## src/rtl/seg_scan_decoder_if.sv

```systemverilog
// seg_scan_decoder_if
//   Bundles the multiplexed seven-segment bus and the decoded results of
//   seg_scan_decoder.
//   segEn[3:0]  anode enables, active-low, bit i selects digit i
//   seg[6:0]    cathodes, active-low, seg[0]=a .. seg[6]=g
//   digits      captured BCD, digit i at [4i+3:4i]
//   frame_valid one-cycle pulse per completed four-digit frame
//   secs        digit1*10 + digit0 of the last frame
//   secs_valid  digits 0 and 1 of the last frame were both numeric
//   bad_pattern sticky, an unrecognised cathode pattern was captured
//   overlap_err sticky, two or more anodes were low in one sample
//   master: the display side (drives the bus, observes results)
//   slave:  the decoder (reads the bus, drives results)
interface seg_scan_decoder_if;
  logic [3:0]  segEn;
  logic [6:0]  seg;
  logic [15:0] digits;
  logic        frame_valid;
  logic [6:0]  secs;
  logic        secs_valid;
  logic        bad_pattern;
  logic        overlap_err;

  modport master (
    output segEn,
    output seg,
    input  digits,
    input  frame_valid,
    input  secs,
    input  secs_valid,
    input  bad_pattern,
    input  overlap_err
  );

  modport slave (
    input  segEn,
    input  seg,
    output digits,
    output frame_valid,
    output secs,
    output secs_valid,
    output bad_pattern,
    output overlap_err
  );
endinterface

```

## src/rtl/seg_scan_decoder.sv

```systemverilog
// seg_scan_decoder
//   Passive reader for a multiplexed 4-digit seven-segment bus. Each digit
//   dwell is captured once after SETTLE_CYCLES consecutive identical
//   samples, the cathode pattern is decoded back to BCD, and complete
//   four-digit frames are reported together with the reconstructed seconds.
//   Parameters:
//     SETTLE_CYCLES  identical samples needed before capture (1..255)
//   Ports:
//     clk    system clock, rising edge
//     rst_n  asynchronous active-low reset
//     bus    seg_scan_decoder_if.slave (segEn/seg in, decoded results out)
module seg_scan_decoder #(
  parameter int unsigned SETTLE_CYCLES = 4
) (
  input  logic                 clk,
  input  logic                 rst_n,
  seg_scan_decoder_if.slave    bus
);

  localparam logic [7:0] SETTLE_N = SETTLE_CYCLES[7:0];

  typedef enum logic [1:0] {
    IDLE   = 2'd0,
    SETTLE = 2'd1,
    HELD   = 2'd2
  } state_t;

  // Input stage and previous-sample copy
  logic [3:0]  s_en_reg;
  logic [6:0]  s_seg_reg;

  // Sample classification
  logic [3:0]  en_low;
  logic        en_any;
  logic        en_multi;
  logic        en_single;
  logic        same;

  // Stability counter and FSM
  logic [7:0]  cnt_reg;
  logic [7:0]  cnt_next;
  logic [7:0]  cnt_inc;
  state_t      state_reg;
  state_t      state_next;
  logic        capture;

  // Decode
  logic [3:0]  dec_val;
  logic        dec_bad;
  logic [3:0]  sel;

  // Frame tracking
  logic [15:0] digits_reg;
  logic [15:0] digits_next;
  logic [3:0]  seen_reg;
  logic [3:0]  seen_next;
  logic        frame_done;

  // Seconds
  logic [3:0]  d0;
  logic [3:0]  d1;
  logic        secs_ok;
  logic [6:0]  secs_calc;

  // Result registers
  logic        frame_valid_reg;
  logic [6:0]  secs_reg;
  logic        secs_valid_reg;
  logic        bad_reg;
  logic        overlap_reg;

  // ---------------------------------------------------------------------
  // Sample classification.
  // The sample being registered on an edge is compared with the one already
  // held in s_en_reg/s_seg_reg, so the counter reads 1 one edge after a new
  // value first lands in the input stage and capture falls on edge k+N.
  // ---------------------------------------------------------------------
  assign en_low    = ~bus.segEn;
  assign en_any    = |en_low;
  // x & (x-1) clears the lowest set bit; anything left means 2+ anodes low
  assign en_multi  = |(en_low & (en_low - 4'd1));
  assign en_single = en_any && !en_multi;
  assign same      = ({bus.segEn, bus.seg} == {s_en_reg, s_seg_reg});

  assign cnt_inc = (cnt_reg >= SETTLE_N) ? SETTLE_N : (cnt_reg + 8'd1);

  // ---------------------------------------------------------------------
  // FSM: state register
  // ---------------------------------------------------------------------
  always_ff @(posedge clk or negedge rst_n) begin
    if (!rst_n) begin
      state_reg <= IDLE;
    end else begin
      state_reg <= state_next;
    end
  end

  // ---------------------------------------------------------------------
  // FSM: next state
  // ---------------------------------------------------------------------
  always_comb begin
    state_next = state_reg;
    if (!en_single) begin
      // Blanking gap or overlapping anodes both abandon the dwell
      state_next = IDLE;
    end else if (!same) begin
      state_next = SETTLE;
    end else begin
      case (state_reg)
        IDLE:    state_next = SETTLE;
        SETTLE:  state_next = (cnt_inc == SETTLE_N) ? HELD : SETTLE;
        HELD:    state_next = HELD;
        default: state_next = IDLE;
      endcase
    end
  end

  // ---------------------------------------------------------------------
  // FSM: outputs (counter update and capture strobe)
  // ---------------------------------------------------------------------
  always_comb begin
    cnt_next = 8'd0;
    capture  = 1'b0;
    if (en_single && same) begin
      cnt_next = cnt_inc;
      // Only SETTLE captures, so a held dwell is never captured twice
      capture  = (state_reg == SETTLE) && (cnt_inc == SETTLE_N);
    end
  end

  // ---------------------------------------------------------------------
  // Cathode decode. E is never produced by a valid pattern, so it doubles
  // as the "unrecognised" marker.
  // ---------------------------------------------------------------------
  always_comb begin
    dec_val = 4'hE;
    case (s_seg_reg)
      7'h40:   dec_val = 4'd0;
      7'h79:   dec_val = 4'd1;
      7'h24:   dec_val = 4'd2;
      7'h30:   dec_val = 4'd3;
      7'h19:   dec_val = 4'd4;
      7'h12:   dec_val = 4'd5;
      7'h02:   dec_val = 4'd6;
      7'h78:   dec_val = 4'd7;
      7'h00:   dec_val = 4'd8;
      7'h10:   dec_val = 4'd9;
      7'h7F:   dec_val = 4'hF;
      default: dec_val = 4'hE;
    endcase
  end

  assign dec_bad = (dec_val == 4'hE);

  // During a capture the held sample is single-anode, so this is one-hot
  assign sel = ~s_en_reg;

  // ---------------------------------------------------------------------
  // Digit fields and seen mask
  // ---------------------------------------------------------------------
  generate
    for (genvar gi = 0; gi < 4; gi++) begin : g_digit
      assign digits_next[4*gi +: 4] = (capture && sel[gi]) ? dec_val
                                                            : digits_reg[4*gi +: 4];
      assign seen_next[gi]          = seen_reg[gi] | (capture & sel[gi]);
    end
  endgenerate

  assign frame_done = capture && (seen_next == 4'hF);

  // Seconds use the post-capture digit values so the completing digit counts
  assign d0        = digits_next[3:0];
  assign d1        = digits_next[7:4];
  assign secs_ok   = (d1 <= 4'd9) && (d0 <= 4'd9);
  assign secs_calc = secs_ok ? (({3'b000, d1} * 7'd10) + {3'b000, d0}) : 7'd0;

  // ---------------------------------------------------------------------
  // Datapath registers
  // ---------------------------------------------------------------------
  always_ff @(posedge clk or negedge rst_n) begin
    if (!rst_n) begin
      // Idle bus values, so the first post-reset sample always counts as a change
      s_en_reg        <= 4'hF;
      s_seg_reg       <= 7'h7F;
      cnt_reg         <= 8'd0;
      digits_reg      <= 16'hFFFF;
      seen_reg        <= 4'h0;
      frame_valid_reg <= 1'b0;
      secs_reg        <= 7'd0;
      secs_valid_reg  <= 1'b0;
      bad_reg         <= 1'b0;
      overlap_reg     <= 1'b0;
    end else begin
      s_en_reg        <= bus.segEn;
      s_seg_reg       <= bus.seg;
      cnt_reg         <= cnt_next;
      digits_reg      <= digits_next;
      seen_reg        <= frame_done ? 4'h0 : seen_next;
      frame_valid_reg <= frame_done;
      if (frame_done) begin
        secs_reg       <= secs_calc;
        secs_valid_reg <= secs_ok;
      end
      if (capture && dec_bad) begin
        bad_reg <= 1'b1;
      end
      if (en_multi) begin
        overlap_reg <= 1'b1;
      end
    end
  end

  assign bus.digits      = digits_reg;
  assign bus.frame_valid = frame_valid_reg;
  assign bus.secs        = secs_reg;
  assign bus.secs_valid  = secs_valid_reg;
  assign bus.bad_pattern = bad_reg;
  assign bus.overlap_err = overlap_reg;

endmodule

```

## src/flat_wrapper.sv

```systemverilog
// flat-port wrapper written by rule: the top's interface ports become plain ports
module seg_scan_decoder_flat 
#(
  parameter int unsigned SETTLE_CYCLES = 4
)
  (clk, rst_n, bus_segEn, bus_seg, bus_digits, bus_frame_valid, bus_secs, bus_secs_valid, bus_bad_pattern, bus_overlap_err);
  seg_scan_decoder_if bus_i ();
  input  logic clk;
  input  logic rst_n;
  input wire logic [$bits(bus_i.segEn)-1:0] bus_segEn;
  input wire logic [$bits(bus_i.seg)-1:0] bus_seg;
  output wire logic [$bits(bus_i.digits)-1:0] bus_digits;
  output wire logic [$bits(bus_i.frame_valid)-1:0] bus_frame_valid;
  output wire logic [$bits(bus_i.secs)-1:0] bus_secs;
  output wire logic [$bits(bus_i.secs_valid)-1:0] bus_secs_valid;
  output wire logic [$bits(bus_i.bad_pattern)-1:0] bus_bad_pattern;
  output wire logic [$bits(bus_i.overlap_err)-1:0] bus_overlap_err;
  assign bus_i.segEn = bus_segEn;
  assign bus_i.seg = bus_seg;
  assign bus_digits = bus_i.digits;
  assign bus_frame_valid = bus_i.frame_valid;
  assign bus_secs = bus_i.secs;
  assign bus_secs_valid = bus_i.secs_valid;
  assign bus_bad_pattern = bus_i.bad_pattern;
  assign bus_overlap_err = bus_i.overlap_err;
  seg_scan_decoder #(.SETTLE_CYCLES(SETTLE_CYCLES)) u_core (.clk(clk), .rst_n(rst_n), .bus(bus_i));
endmodule
```

## config.mk

```make
export PLATFORM = sky130hd
export DESIGN_NAME = seg_scan_decoder_flat
export DESIGN_NICKNAME = d
export VERILOG_FILES = /design/src/rtl/seg_scan_decoder_if.sv /design/src/rtl/seg_scan_decoder.sv /design/src/flat_wrapper.sv
export SDC_FILE = /design/constraint.sdc
export NUM_CORES = 1
export LEC_CHECK = 0
export ABC_AREA = 1
export CAP_MARGIN = 20
export CORE_ASPECT_RATIO = 2
export CORE_MARGIN = 1
export CORE_UTILIZATION = 49
export DETAILED_ROUTE_END_ITERATION = 7
export MAX_ROUTING_LAYER = met4
export PLACE_DENSITY_LB_ADDON = 0.25
export RECOVER_POWER = 25
export SLEW_MARGIN = 20
export SYNTH_ARGS = -nofsm -noshare
export SYNTH_HDL_FRONTEND = slang
export SYNTH_SLANG_ARGS = --single-unit
```

## constraint.sdc

```tcl
create_clock -name clk -period 3.3 [get_ports clk]
set_input_delay 0.66 -clock clk [delete_from_list [all_inputs] [get_ports clk]]
set_output_delay 0.66 -clock clk [all_outputs]
set_load 0.02 [all_outputs]
```

==> metrics <==
outcome=finished, violations left; failing checks=negative setup slack; die area=6090 um2; pwr dens=289 nW/um2; YS warnings=0; DIE WIDTH=55.7 um; Reg power frac=55.1%; sequential area share after synthesis=47.2%; max reg flops=16; synth top area cells=dfstp_2, dfrtp_1, nand2_1, inv_1, nor2_1; pin count of the biggest net entering global routing=34; vias in the first global route=3,096; hold_ws=0.389 ns; fraction of layout cells with a size suffix above 1=38.7%; Clock Tree Buf Depth=2; maximum vdd ir drop=0.328 mV; reg-to-reg setup timing slack=-0.38 ns; GP Congestion=0.936; DRT Pass-1 Iters=4; cell count after synthesis=353; clock root buffer master=clkbuf_8; Worst Setup SP=bus_segEn[0]; WS Path Type=in -> reg; number of diodes=0; port bufs=39; Detail Placement HPWL=5560 um; number of vias per cell=5.54; Area growth, synth to finish=48.1%; Synth Area per Inst=8.01 um2; Storage cell area=1340 um2; Clock power frac=31.5%; Nets=511; worst flop-to-flop path startpoint=u_core.s_seg_reg[5]; post-route ant nets=0; IO Pins=40; RSZ-0062 raised after global routing=true; Filler Cell Count=371; via count=3,040; # rows=38; Psw=0.331 mW; area of the multi-input gates=1510 um2; Worst Max-Slew Pin Slew=0.746 ns; Hold Path Class=in -> async; wire per inst=16.8 um; Final period util=112%; Worst-Skew Late Latency=0.32 ns; CTS tree=yes; htree depth=2; Worst R2R Path Depth=24; Slew Limit Fails=0; DIE HEIGHT=109 um; slew margin rel.=50.3%; Clock Skews=0.00813 ns; number of max-cap violations=0; drt initial violations=144; core area=5470 um2; Setup Viol. Count Final=1; initial antenna violation count=0; Initial Utilization=51.7%; Yosys reg bits=52; leakage power=2.09 nW; Logic pwr share=13.4%; global-route wire length before repair=13,800 um; area share of the largest cell type after synthesis=25.1%; Primary FF master, synth=dfstp_2; Max Fclk=270 MHz; Final min period=3.70 ns; clock sink count=52; crit end category=flip-flop; CP arrival=3.92 ns; Num CTS Buffers=5; critical path launch point type=input pin; most common cell after layout, fill and taps aside=nand2_1; switching part of the total=27.4%; Global Route Usage Sum=31.0%; biggest area consumer among synthesized cells=dfstp_2; worst setup margin=-0.397 ns; most frequent cells in the layout=nand2_1, buf_4, inv_1, nor2_1; Post-route DRC=0; number of synthesized flops with an enable pin=0; Hold Vio Cnt, Final=0; Cell Area, Synth=2830 um2; post-place setup slack=-0.765 ns; Distinct cells, synth=35; Critical Path Fanout Max=4; gr ovfl total=0; R2R Path End=u_core.bus.secs[6]; CP Data Required Time=3.52 ns; Internal Power=0.877 mW; Clock transition at path regs=0.10 ns; Post-Route WL=9230 um; fraction of registers with async set/reset=100%
per-stage QoR:
stage / TNS, ns / area, um2 / util, % / total power [mW] / cells
after floorplan: 0 / 2850 / - / 0.734 / 357
after global placement: -1.95 / 3630 / 66.3 / 0.803 / 498
after detailed placement: -2.47 / 3630 / 66.3 / 0.806 / 498
after CTS: -0.149 / 4000 / 73.1 / 1.20 / 543
after global routing: -0.783 / 4190 / 76.5 / 1.26 / 549
final: -0.397 / 4190 / 76.5 / 1.21 / 549
how the worst max path moves through the flow:
stage / end / slack (ns) / cells after the start
6_report: u_core.bus.secs[6] / -0.40 / 22
5_1_grt: u_core.bus.secs[6] / -0.55 / 24
4_1_cts: u_core.bus.secs[6] / -0.15 / 22
3_5_place_dp: u_core.bus.secs[6] / -0.77 / 21
3_3_place_gp: u_core.bus.secs[6] / -0.63 / 21
2_1_floorplan: u_core.bus.secs[6] / 0.009 / 20
power groups by stage:
stage	clock network, mW	logic (mW)	registers (mW)
2_1_floorplan	0	0.0568	0.677
3_3_place_gp	0	0.128	0.676
3_5_place_dp	0	0.130	0.676
4_1_cts	0.380	0.150	0.665
5_1_grt	0.413	0.178	0.667
6_report	0.380	0.162	0.666
area by class of cell:
class	instances	area share, %
multi-input combinational	254	36.1
sequential	52	31.9
timing repair buffer	124	23.6
inverter	51	4.57
tap	60	1.79
clock buffer	6	1.73
clock inverter	2	0.329
logic make-up after synthesis:
| family | count (synthesis) | synth area share [%] |
|---|---|---|
| buf+inv | 53 | 7.30 |
| fa+ha+maj | 10 | 4.96 |
| other cells | 1 | 0.133 |
| flops | 52 | 47.2 |
| xor+xnor | 7 | 2.17 |
| compound gates | 25 | 4.78 |
| simple gates | 205 | 33.4 |
repair_timing:
item | in CTS | in global routing
resized for setup | 22 | 55
hold endpoints to repair | 0 | 0
setup buffers | 37 | 9
setup endpoints to repair | 4 | 14
hold buffers | 0 | 0
pin swaps | 13 | 33
gates cloned | 0 | 2
layer usage:
layer,vias up,wire length (um),track usage (%)
li1,1374,-,-
met1,1451,2960,25.8
met2,132,5020,57.6
met3,83,400,5.29
met4,0,842,27.1
met5,-,0,-
worst max-delay path, stage by stage:
cell      delay (ns)
clkbuf_1        0.13
xnor2_1         0.34
nand2_1         0.12
nor2_2          0.16
nand3_4         0.13
nor3_4          0.26
buf_4           0.17
nand2_1         0.05
o21ai_1         0.08
inv_1           0.09
ha_2            0.27
ha_1            0.32
a21oi_1         0.24
nand2_1         0.10
nand2_1         0.09
nor2_1          0.05
xor2_1          0.24
inv_1           0.09
nand2_1         0.09
nand2_1         0.08
nand4_1         0.10
nand2_1         0.06
synth_stat cells, types with 2 or more instances:
cell and instances:
nand2_1 116, inv_1 41, nor2_1 35, dfstp_2 27, dfrtp_1 25, nand3_1 17
nand4_1 10, o21ai_0 10, inv_2 9, nor3_1 9, a21oi_1 8, ha_1 8
xnor2_1 4, nand2_2 3, nand2_4 3, nor2_2 3, o21ai_1 3, xor2_1 3
fa_1 2, nor2_4 2
Power figures use the tool's default switching activity.
